### src/rtl/mem_arbiter.sv
// mem_arbiter: shares one single-port synchronous RAM between a CPU port and
// a loader/debug port.
//
// Each access goes IDLE -> ACCESS, or IDLE -> ACCESS -> RESP for a read. A
// request seen in IDLE is latched at the clock edge. The grant pulse is
// issued in ACCESS, and read data is returned in RESP.
//
// Configuration macro: MEM_ARB_RR_EN
//   defined   - ties are resolved round-robin, favouring the requester that
//               was not granted last.
//   undefined - fixed priority; the CPU wins every tie.
//
// Ports:
//   clk, reset                       clock, synchronous active-high reset
//   cpu_req/we/addr/wdata            CPU request, held until cpu_gnt
//   cpu_gnt, cpu_rvalid              CPU grant pulse, CPU read-return pulse
//   ldr_req/we/addr/wdata            loader request, held until ldr_gnt
//   ldr_gnt, ldr_rvalid              loader grant pulse, loader read-return pulse
//   rdata                            shared read data, nonzero only in RESP
//   ram_read_en/write_en/addr/wdata  RAM command port
//   ram_rdata                        RAM read data, one cycle after ram_read_en
//   busy                             high whenever the FSM is not in IDLE
module mem_arbiter #(
    parameter int unsigned ADDR_W = 5,
    parameter int unsigned DATA_W = 8
) (
    input  logic              clk,
    input  logic              reset,
    input  logic              cpu_req,
    input  logic              cpu_we,
    input  logic [ADDR_W-1:0] cpu_addr,
    input  logic [DATA_W-1:0] cpu_wdata,
    output logic              cpu_gnt,
    output logic              cpu_rvalid,
    input  logic              ldr_req,
    input  logic              ldr_we,
    input  logic [ADDR_W-1:0] ldr_addr,
    input  logic [DATA_W-1:0] ldr_wdata,
    output logic              ldr_gnt,
    output logic              ldr_rvalid,
    output logic [DATA_W-1:0] rdata,
    output logic              ram_read_en,
    output logic              ram_write_en,
    output logic [ADDR_W-1:0] ram_addr,
    output logic [DATA_W-1:0] ram_wdata,
    input  logic [DATA_W-1:0] ram_rdata,
    output logic              busy
);

    typedef enum logic [1:0] {
        IDLE   = 2'd0,
        ACCESS = 2'd1,
        RESP   = 2'd2
    } state_t;

    state_t state;
    state_t state_next;

    // Latched winner and its access, captured when leaving IDLE.
    logic              win_ldr;
    logic              acc_we;
    logic [ADDR_W-1:0] acc_addr;
    logic [DATA_W-1:0] acc_wdata;

    logic              tie_ldr;
    logic              pick_ldr;

`ifdef MEM_ARB_RR_EN
    // Remembers who was granted last. It resets to "loader" so that the CPU
    // wins the first tie.
    logic last_ldr;

    always_ff @(posedge clk) begin
        if (reset) begin
            last_ldr <= 1'b1;
        end else if (state == ACCESS) begin
            last_ldr <= win_ldr;
        end
    end

    assign tie_ldr = ~last_ldr;
`else
    assign tie_ldr = 1'b0;
`endif

    // Winner selection: a lone requester wins; ties go to tie_ldr.
    always_comb begin
        pick_ldr = 1'b0;
        if (ldr_req && !cpu_req) begin
            pick_ldr = 1'b1;
        end else if (ldr_req && cpu_req) begin
            pick_ldr = tie_ldr;
        end
    end

    // State register.
    always_ff @(posedge clk) begin
        if (reset) begin
            state <= IDLE;
        end else begin
            state <= state_next;
        end
    end

    // Capture the winning access on the IDLE -> ACCESS transition.
    always_ff @(posedge clk) begin
        if (reset) begin
            win_ldr   <= 1'b0;
            acc_we    <= 1'b0;
            acc_addr  <= '0;
            acc_wdata <= '0;
        end else if (state == IDLE && (cpu_req || ldr_req)) begin
            win_ldr   <= pick_ldr;
            acc_we    <= pick_ldr ? ldr_we    : cpu_we;
            acc_addr  <= pick_ldr ? ldr_addr  : cpu_addr;
            acc_wdata <= pick_ldr ? ldr_wdata : cpu_wdata;
        end
    end

    // Next-state and output decode. Reset blanks every output in the same
    // cycle, so an access that is in flight when reset arrives is dropped.
    always_comb begin
        state_next   = state;
        cpu_gnt      = 1'b0;
        ldr_gnt      = 1'b0;
        cpu_rvalid   = 1'b0;
        ldr_rvalid   = 1'b0;
        rdata        = '0;
        ram_read_en  = 1'b0;
        ram_write_en = 1'b0;
        ram_addr     = '0;
        ram_wdata    = '0;
        busy         = 1'b0;

        case (state)
            IDLE: begin
                if (cpu_req || ldr_req) begin
                    state_next = ACCESS;
                end
            end
            ACCESS: begin
                busy         = 1'b1;
                ram_addr     = acc_addr;
                ram_wdata    = acc_wdata;
                ram_write_en = acc_we;
                ram_read_en  = ~acc_we;
                cpu_gnt      = ~win_ldr;
                ldr_gnt      = win_ldr;
                state_next   = acc_we ? IDLE : RESP;
            end
            RESP: begin
                busy       = 1'b1;
                rdata      = ram_rdata;
                cpu_rvalid = ~win_ldr;
                ldr_rvalid = win_ldr;
                state_next = IDLE;
            end
            default: begin
                state_next = IDLE;
            end
        endcase

        if (reset) begin
            cpu_gnt      = 1'b0;
            ldr_gnt      = 1'b0;
            cpu_rvalid   = 1'b0;
            ldr_rvalid   = 1'b0;
            rdata        = '0;
            ram_read_en  = 1'b0;
            ram_write_en = 1'b0;
            ram_addr     = '0;
            ram_wdata    = '0;
            busy         = 1'b0;
        end
    end

endmodule

### config.mk
export PLATFORM = sky130hd
export DESIGN_NAME = mem_arbiter
export DESIGN_NICKNAME = d
export VERILOG_FILES = /design/src/rtl/mem_arbiter.sv
export SDC_FILE = /design/constraint.sdc
export NUM_CORES = 1
export LEC_CHECK = 0
export CAP_MARGIN = 0
export CORE_ASPECT_RATIO = 0.8
export CORE_MARGIN = 2
export CORE_UTILIZATION = 25
export CTS_CLUSTER_DIAMETER = 150
export DETAILED_ROUTE_END_ITERATION = 10
export HOLD_SLACK_MARGIN = 0.08
export PLACE_DENSITY = 0.56
export SYNTH_ARGS = -nofsm -noshare
export SYNTH_HDL_FRONTEND = slang
export SYNTH_SLANG_ARGS = --single-unit
### constraint.sdc
create_clock -name clk -period 1.88 [get_ports clk]
set_clock_uncertainty 0.15 [all_clocks]
set_input_delay 0.376 -clock clk [delete_from_list [all_inputs] [get_ports clk]]
set_output_delay 0.376 -clock clk [all_outputs]
set_load 0.005 [all_outputs]
## Word level (Yosys, flattened, before mapping)

Cells that the tools add are included.

| word-level totals | value |
|---|---|
| input bits | 40 |
| register bits after elaboration | 17 |
| output and inout port bits | 28 |

| operators by class | value |
|---|---|
| reductions and logical operators | 6 |
| bitwise logic cells | 2 |
| muxes and demuxes | 27 |
| equality and inequality tests | 3 |

Operator list:

| kind | count |
|---|---|
| $mux W8 | 5 |
| $mux W1 | 16 |
| $mux W5 | 3 |
| $mux W2 | 2 |
| $pmux W2 S2 | 1 |
| $eq A2 B1 Y1 const B | 1 |
| $eq A2 B2 Y1 const B | 1 |
| $logic_and A1 B1 Y1 | 2 |
| $logic_not A2 Y1 | 1 |
| $ne A2 B1 Y1 const B | 1 |
| $not A1 Y1 | 2 |
| $reduce_or A2 Y1 | 1 |
| $logic_not A1 Y1 | 1 |
| $logic_or A1 B1 Y1 | 1 |

## Logic depth before layout (Yosys ltp)

| depth | value |
|---|---|
| word-level depth | 4 |
| depth in mapped cells | 6 |
| depth with buffers taken out | 5 |

## Least setup slack after synthesis

No wires, ideal clock.

| path | value |
|---|---|
| path type | reg2out |
| start | register state[1] |
| end | output port ram_addr[0] |
| slack | 0.309 ns |
| stages on the path, launching flop included | 6 |
| required time | 1.354 ns |
| path buffers | 1 |
| arrival | 1.045 ns |
| path through | dfxtp_1 -> inv_1 -> ha_1 -> inv_1 -> clkbuf_1 -> nor3_1 |

| on the way | value |
|---|---|
| longest elaborated chain between the ends | 3 |

Ends and longest elaborated chain:

| what | RTL line | text |
|---|---|---|
| from (decl) | 56 | `state_t state;` |
| from (signal assigned) | 101 | `state <= state_next;` |
| $eq A2 B1 Y1 | 135 | `case (state)` |
| $mux W5 | 135 |  |
| $mux W5 | 163 | `if (reset) begin` |
| to (decl) | 44 | `output logic [ADDR_W-1:0] ram_addr,` |

Every way passes these cells.

## Worst setup path in the final report

| path | value |
|---|---|
| start | register state[1] |
| end | output port ram_wdata[6] |

| on the way | value |
|---|---|
| longest elaborated chain between the ends | 3 |

Ends and longest elaborated chain:

| what | RTL line | text |
|---|---|---|
| $eq A2 B1 Y1 | 135 |  |
| $mux W8 | 135 |  |
| $mux W8 | 163 |  |
| to (decl) | 45 | `output logic [DATA_W-1:0] ram_wdata,` |

Every way passes these cells.

==> results by group <==
Clocking
  • Root Buffer: clkbuf_8
  • TritonCTS Buffers: 3
  • CTS hold repair buffers: 0
  • CTS tree: yes
  • Skew-Pair Late Insertion Delay: roughly 0.25 ns
  • Clk buf depth: 2
  • H-tree depth: 1
  • Clock-pin transition on the worst setup and hold timing paths: ~0.070 ns
  • Num Clock Sinks: 17

Placed design
  • Routability cong.: ~0.76
  • Placed Cells: between 200 and 250
  • Port Buffers: 67
  • Dpl ws: -0.4176 ns
  • DP Wirelength: approximately 2400 um
  • Post-DP Area: 1800 um2

Synth
  • Flops & latches, synth: 17
  • Synth async-reset ratio: 0%
  • Most common cell in the netlist: inv_1
  • Syn Inst Count: about 120
  • Post-synth EDFFs: 0
  • Post-synth top area cell: dfxtp_1
  • Post-synth top cells: 19 x inv_1, 17 x dfxtp_1, 13 x mux2i_1, 13 x nor3_1, 13 x o32ai_1
  • Synthesized area per cell: 8.502 um2
  • Post-synthesis sequential area ratio: around a third
  • Mapped Nets: 160
  • Top FF cell, synth: dfxtp_1
  • Area share of the largest cell type after synthesis: about a third
  • Distinct cells, synth: 20
  • Synth Warn #: 0
  • Ranking of synthesized cells by area: dfxtp_1 34%, mux2i_1 13%, o32ai_1 11%
  • Mapped Area: around 990 um2

Floorplanning
  • Core area: 3804 um2
  • I/O pin total: 68
  • Die height: just over 60 um
  • Die W: 74.53 um
  • Rows: 20
  • Effective utilization at floorplan: roughly a quarter
  • Die area: ~4500 um2

Detailed routing
  • WL final: between 3000 and 4000 um
  • WL per Instance: approximately 13 um
  • DR vias: roughly 1100
  • DRT Pass-1 Iters: 4
  • Detail Route Antenna Nets: 0
  • Vias/cell: approximately 4.5
  • DRC: 0
  • Iter 0 DRT Violations: 36

Worst setup path
  • Kind of critical path: reg -> out
  • CP arrival: 1.33 ns
  • Startpoint Class: register
  • CP Max Fanout: 7
  • Worst setup EP type: output pin
  • Critical path required time: around 1.4 ns

Global routing
  • All-layer global routing usage: between 10% and 20%
  • Largest net degree at the start of global routing: 29
  • Global route overflow: 0
  • First-pass GRT wire length: 4988 um
  • Initial antenna violation count: 0
  • Number of global-route vias before repair: between 1000 and 1500

Hold path
  • Hold Path Class: reg -> reg

STA
  • RSZ-0062 raised after global routing: yes
  • Worst hold margin: between 0.3 and 0.4 ns
  • Maximum clock rate: about 0.54 GHz
  • # setup viols final: 0
  • Final hold vios: 0
  • Final worst path period share: a little over nine tenths
  • Max Slew Vio Count: 0
  • Worst slew pin tran: between 0.3 and 0.4 ns
  • Tmin final: 1.859 ns
  • Slew margin rel.: 77.98%
  • Final worst slack: approximately 0.021 ns

Layout
  • Layout Nets: about 240
  • Fin area: around 1900 um2
  • Share of layout cells above drive strength 1: 35.57%
  • # diodes: 0
  • P&R area growth vs syn: 91.32%
  • Final Non-Filler Cells: 249
  • Filler cell count: 374

Power and ir drop
  • VDD IR max: between 0.2 and 0.25 mV
  • Total power: roughly 1.1 mW
  • Static Leak: ~0.84 nW
  • Power per cell area: between 500 and 600 nW/um2

Flow run
  • Reported max-cap violation count: 0

Status
  • Status: finished clean
## stage by stage
| step | util, % | TNS (ns) |
|---|---|---|
| floorplan | - | 0 |
| global placement | 47.34 | -10.51 |
| detailed placement | 47.34 | -11.19 |
| CTS | 48.91 | -0.9638 |
| global route | 50.03 | -0.4387 |
| finish | 50.03 | 0 |
## kinds of logic after synthesis
family	synth area share, %
mux	13.08
fa+ha+maj	3.774
flops	34.21
compound gates	16.73
buf+inv	12.58
simple gates	19.62
## per-layer routing
layer	GRT usage [%]	up-vias	routed length, um
met5	0	-	0
met4	3.061	0	12
met3	2.658	2	132
met2	25.92	27	1700
met1	18.26	515	1402
li1	-	568	-
## path summary, 6_finish.rpt
path / start / depth (start not counted) / slack (ns) / end
max: state[1] / 6 / 0.02 / ram_wdata[6]
min: acc_wdata[0] / 2 / 0.35 / acc_wdata[0]
max reg2reg: state[1] / 8 / 0.23 / state[1]
min reg2reg: acc_wdata[0] / 2 / 0.35 / acc_wdata[0]
## critical path, cell delays in order (launching register included)
cell	delay [ns]
dfxtp_2	0.33
inv_2	0.07
ha_4	0.14
clkinvlp_4	0.11
buf_8	0.16
nor3_2	0.14
buf_2	0.14
## power breakdown
part / internal [mW] / switching, mW
logic: 0.213 / 0.177
registers: 0.400 / 0.0179
clock network: 0.147 / 0.124
total: 0.761 / 0.319
## cell type report
class                      instances  area (um2)  share of cell area (%)
inverter                          19       77.57                   4.076
clock buffer                       3       41.29                   2.170
sequential                        17       342.8                   18.01
tap                               55       68.82                   3.616
clock inverter                     1       5.005                  0.2630
timing repair buffer              80       689.4                   36.23
multi-input combinational         74       678.2                   35.63
## sequential cells by signal, summed over array words and instances, names as in the netlist
| name | count |
|---|---|
| acc_wdata | 8 |
| acc_addr | 5 |
| state | 2 |
| acc_we | 1 |
| win_ldr | 1 |
## layout by cell type, fill, tap and decap left out, drive strengths merged, types with 2 or more instances in the layout
master         instances
a211oi                 2
a21oi                  3
and2                  10
buf                   27
clkbuf                15
clkdlybuf4s15          2
clkdlybuf4s50         38
dfxtp                 17
ha                     3
inv                   18
mux2i                 13
nand2b                 3
nor2                   6
nor2b                  3
nor3                  13
o32ai                 13
## repair_timing
action                     in CTS  in global routing
resized for setup              95                 39
setup buffers                   3                  0
cloned                          0                  1
setup endpoints to repair      28                 25
pin swaps                       0                  4
No activity file was read; power rests on OpenSTA's default activity.
